--- config.mk ---
export PLATFORM = sky130hd
export DESIGN_NAME = bpsk_modem_loopback
export DESIGN_NICKNAME = d
export VERILOG_FILES = /design/src/rtl/bpsk_modem_loopback.sv
export SDC_FILE = /design/constraint.sdc
export NUM_CORES = 1
export LEC_CHECK = 0
export CORE_MARGIN = 2
export CORE_UTILIZATION = 40
export DETAILED_ROUTE_END_ITERATION = 6
export SLEW_MARGIN = 20
export SYNTH_ARGS = -nofsm -noshare
export SYNTH_HDL_FRONTEND = slang
export SYNTH_SLANG_ARGS = --single-unit
--- constraint.sdc ---
create_clock -name clk_fast -period 6.9 [get_ports clk_fast]
set_input_delay 1.38 -clock clk_fast [delete_from_list [all_inputs] [get_ports clk_fast]]
set_output_delay 1.38 -clock clk_fast [all_outputs]
set_load 0.005 [all_outputs]
--- src/rtl/bpsk_modem_loopback.sv ---
// BPSK loopback: sine-table modulator, LFSR noise, clamped noise adder and a
// correlating demodulator. One symbol per 16 clocks; the cnt==15 edge is the boundary.
module bpsk_modem_loopback #(
  parameter logic [14:0] LFSR_SEED = 15'h0001,
  parameter logic [7:0]  MID       = 8'd128
) (
  input  logic       clk_fast,
  input  logic       rst,
  input  logic       valid,
  input  logic       bit_in,
  input  logic       noise_en,
  output logic [7:0] wav_sine,
  output logic [5:0] wav_noise,
  output logic [7:0] wav_out,
  output logic       bit_out,
  output logic       dem_valid
);

  logic [3:0]         cnt_q, cnt_d;
  logic               cur_bit_q, cur_bit_d;
  logic               cur_valid_q, cur_valid_d;
  logic [14:0]        lfsr_q, lfsr_d;
  logic signed [12:0] acc_q, acc_d;
  logic               bit_out_q, bit_out_d;
  logic               dem_valid_q, dem_valid_d;

  logic               boundary;
  logic [3:0]         sine_idx;
  logic [7:0]         sine_val;
  logic [7:0]         noise_mag;
  logic [7:0]         dem_in;
  logic signed [8:0]  x;
  logic signed [12:0] x_ext;
  logic signed [12:0] wx;
  logic signed [12:0] acc_final;

  // Modulator: bit 0 is the same table read half a carrier period later.
  always_comb begin
    sine_idx = cur_bit_q ? cnt_q : cnt_q + 4'd8;
    case (sine_idx)
      4'd0:    sine_val = 8'd128;
      4'd1:    sine_val = 8'd165;
      4'd2:    sine_val = 8'd196;
      4'd3:    sine_val = 8'd217;
      4'd4:    sine_val = 8'd224;
      4'd5:    sine_val = 8'd217;
      4'd6:    sine_val = 8'd196;
      4'd7:    sine_val = 8'd165;
      4'd8:    sine_val = 8'd128;
      4'd9:    sine_val = 8'd91;
      4'd10:   sine_val = 8'd60;
      4'd11:   sine_val = 8'd39;
      4'd12:   sine_val = 8'd32;
      4'd13:   sine_val = 8'd39;
      4'd14:   sine_val = 8'd60;
      default: sine_val = 8'd91;
    endcase
    wav_sine  = cur_valid_q ? sine_val : MID;
    wav_noise = lfsr_q[5:0];
  end

  // Channel: carrier peak is 224 and noise is at most 30, so the add cannot wrap.
  always_comb begin
    noise_mag = {3'b000, wav_noise[3:0], 1'b0};
    if (!wav_noise[4]) begin
      wav_out = wav_sine + noise_mag;
    end else if (noise_mag < wav_sine) begin
      wav_out = wav_sine - noise_mag;
    end else begin
      wav_out = 8'd0;
    end
  end

  // Demodulator: correlate against a square reference, zero weight at the zero crossings.
  always_comb begin
    dem_in = noise_en ? wav_out : wav_sine;
    x      = $signed({1'b0, dem_in}) - 9'sd128;
    x_ext  = {{4{x[8]}}, x};
    if (cnt_q >= 4'd1 && cnt_q <= 4'd7) begin
      wx = x_ext;
    end else if (cnt_q >= 4'd9) begin
      wx = -x_ext;
    end else begin
      wx = 13'sd0;
    end
    acc_final = acc_q + wx;
  end

  always_comb begin
    boundary    = (cnt_q == 4'd15);
    cnt_d       = cnt_q + 4'd1;
    lfsr_d      = {lfsr_q[13:0], lfsr_q[14] ^ lfsr_q[13]};
    cur_bit_d   = cur_bit_q;
    cur_valid_d = cur_valid_q;
    acc_d       = acc_final;
    bit_out_d   = bit_out_q;
    dem_valid_d = dem_valid_q;
    if (boundary) begin
      cur_bit_d   = bit_in;
      cur_valid_d = valid;
      acc_d       = 13'sd0;
      bit_out_d   = (acc_final > 13'sd0);
      dem_valid_d = cur_valid_q;
    end
  end

  always_ff @(posedge clk_fast) begin
    if (!rst) begin
      cnt_q       <= 4'd0;
      cur_bit_q   <= 1'b0;
      cur_valid_q <= 1'b0;
      lfsr_q      <= LFSR_SEED;
      acc_q       <= 13'sd0;
      bit_out_q   <= 1'b0;
      dem_valid_q <= 1'b0;
    end else begin
      cnt_q       <= cnt_d;
      cur_bit_q   <= cur_bit_d;
      cur_valid_q <= cur_valid_d;
      lfsr_q      <= lfsr_d;
      acc_q       <= acc_d;
      bit_out_q   <= bit_out_d;
      dem_valid_q <= dem_valid_d;
    end
  end

  assign bit_out   = bit_out_q;
  assign dem_valid = dem_valid_q;

endmodule

==> impl_metrics.ini <==
[clocking]
clk_pin_slew_ns = 0.08
clock_latency_ns = 0.29
cts.sinks = 36
clk_path_buf_depth = 2
post-cts-setup-buffers = 0
cts_max_level = 2
cts_tree = built
cts_root_buffer = clkbuf_8
cts_hold_buf = 0
numCtsBuffers = 5
cts_resized = 0

[sta]
finalHoldViolations = 0
slew_viol_final = 0
slew_headroom_pct = 43.7
layout_min_cycle_time_ns = 6.07
fmax_mhz = 165
setup_violations = 0
tightest_slew_ns = 0.841
layout_setup_ws_ns = 0.834
fin_crit_sh_pct = 87.9
rsz0062_at_grt = false
setup_tns_ns = 0
fin_skew_ns = 0.00346

[placement]
port_buffers = 28
dpl.hpwl_um = 5240
pre_cts_ws_ns = 0.550
dp_cells = 497
gp_congestion = 0.847

[pwr]
power_density_nw_per_um2 = 139
p_total_uw = 485
ir_worst_vdd_mv = 0.0841
power.leakage_nw = 1.44

[finish]
final_common_cell = nor2_1
final_nets = 441
antenna_cells = 0
post-route-util_pct = 47.5
fill_cells = 733
drive_gt1_share_pct = 6.65
final_cells = 505
area_growth_pct = 13.3
layout_common_cells = 39 x nor2_1, 35 x dfxtp_1, 30 x nand2_1

[global_routing]
grt_first_pass_wirelength_um = 11900
grt_use_total_pct = 17.2
antenna_found_initial = 0
grt_pass1_vias = 2527
overflow = 0
grt_max_degree = 28

[min_path]
hp-class = flip-flop to flip-flop
min_path_cells = 1
min_to = lfsr_q[13]
hp-start = lfsr_q[12]

[yosys]
syn_nets = 426
yosys_most_used_dff = dfxtp_1
synthArstFlopShare_pct = 0
synth_compound_area_share_pct = 20.2
seq_area_frac_synth_pct = 23.5
synth-xor-area-share_pct = 6.80
synth_edf_count = 0
yosys_warnings = 0
syn-cell-area_um2 = 3070
ys_ff_latch = 36
muxShareOfSynthArea_pct = 3.14
synth_top_family_by_area = simple AND/OR/NAND/NOR gates
yosys.area.top_type = dfxtp_1
synthTopCellsByArea = dfxtp_1 23%, ha_1 11%, nor2_1 4.8%
syn_avg_cell_area_um2 = 7.88
synth_top_cell_area_share_pct = 23.5
synthSimpleGateAreaFrac_pct = 26.4
synthAdderAreaFrac_pct = 13.4
netlist-cell-type-count = 57
syn_inst = 390

[critical_path]
crit_path_max_incr_delay_ns = 0.47
crit_path_frequent_cell = ha_1
cp.required_ns = 7.07
r2r_start = cnt_q[0]
cpMaxStageDelayCell = mux4_2
path_buf_inv = 2
critPathCaptureType = flip-flop
crit_family = compound AO/OA/AOI/OAI gates
arrival_ns = 6.24
crit_fanout = 10
reg2reg_to = bit_out
setup.worst_path.start_class = flip-flop
crit_type = flip-flop to flip-flop
reg2reg_depth = 25
reg2reg_setup_slack_ns = 0.83

[detailed_routing]
antenna_left = 0
wl_per_cell_um = 13.6
drc = 0
via_per_inst = 5.35
drt_wl_total_um = 6850
vias = 2704
drt_pass1_iterations = 4
dr.first_iter.drc_count = 162

[floorplanning]
pin_count = 29
start_util_pct = 41.9
coreArea_um2 = 7330
die-area_um2 = 8400
die_w_um = 91.6
die_y_um = 91.6
rows = 31

[flow_run]
drv_cap = 0

[status]
status = complete, no violations
-- worst max-delay path by stage --
stage              from       to  slack (ns)  cells past startpoint
6_report       cnt_q[0]  bit_out        0.83                     25
5_1_grt        cnt_q[0]  bit_out        0.11                     25
4_1_cts        cnt_q[3]  bit_out        0.53                     24
3_5_place_dp   cnt_q[3]  bit_out        0.55                     24
3_3_place_gp   cnt_q[3]  bit_out        0.79                     24
2_1_floorplan  cnt_q[3]  bit_out        1.30                     27
-- registers in the layout (all words and copies together), names as in the netlist --
register and flops:
lfsr_q 15, acc_q 13, cur_valid_q 1, cur_bit_q 1
dem_valid 1, bit_out 1, cnt_q 4
-- cells in the mapped netlist (3+ instances only) --
cell type / instances
and2_1: 20
xnor2_1: 11
a211oi_1: 3
o21bai_1: 3
nor3_1: 10
o21a_1: 4
a31oi_1: 3
nand4_1: 4
a21boi_0: 4
a21o_1: 8
nand3_1: 12
ha_1: 28
nor2b_1: 17
nor4_1: 5
inv_1: 24
and3_1: 3
nor2_1: 39
o31a_1: 4
o21ai_0: 16
mux2i_1: 4
or2_2: 3
xor2_1: 11
or3_1: 3
buf_4: 8
o211ai_1: 10
a21oi_1: 14
nand2b_1: 7
clkbuf_1: 12
fa_1: 3
mux2_2: 3
dfxtp_1: 36
nand2_1: 30
-- metrics by stage --
stage                     instance area (um2)  hold WS (ns)
after floorplan                          3070         0.412
after global placement                   3370         0.412
after detailed placement                 3370         0.420
after CTS                                3470         0.440
after global routing                     3480         0.448
final                                    3480         0.436
-- per-layer routing --
metal	vias up	wire length, um	track usage (%)	share of wire (%)
li1	1382	-	-	-
met1	1259	3560	24.9	52
met2	59	2950	26.7	43
met3	4	297	2.71	4.3
met4	0	51	3.79	0.74
met5	-	0	0	0
-- logic make-up after synthesis --
group,count (synthesis)
and+or+nand+nor,159
adders and majority gates,31
AOI/OAI and AO/OA,87
DFF,36
buffers and inverters,46
xor gates and xnor gates,23
muxes,8
-- final cells by class --
class,instances,area [um2],area share [%]
multi-input cells,308,2150,61.9
flip-flops and latches,36,722,20.7
repair buffers,29,288,8.27
well taps,99,124,3.56
inverters,25,96.3,2.77
clock buffers,6,82.6,2.37
clock inverters,2,15.0,0.431
-- power by group --
part / internal [mW] / switching [mW]
registers: 0.215 / 0.00719
clock network: 0.0809 / 0.0833
logic: 0.0432 / 0.0550
total: 0.339 / 0.146
Power figures use the tool's default switching activity.
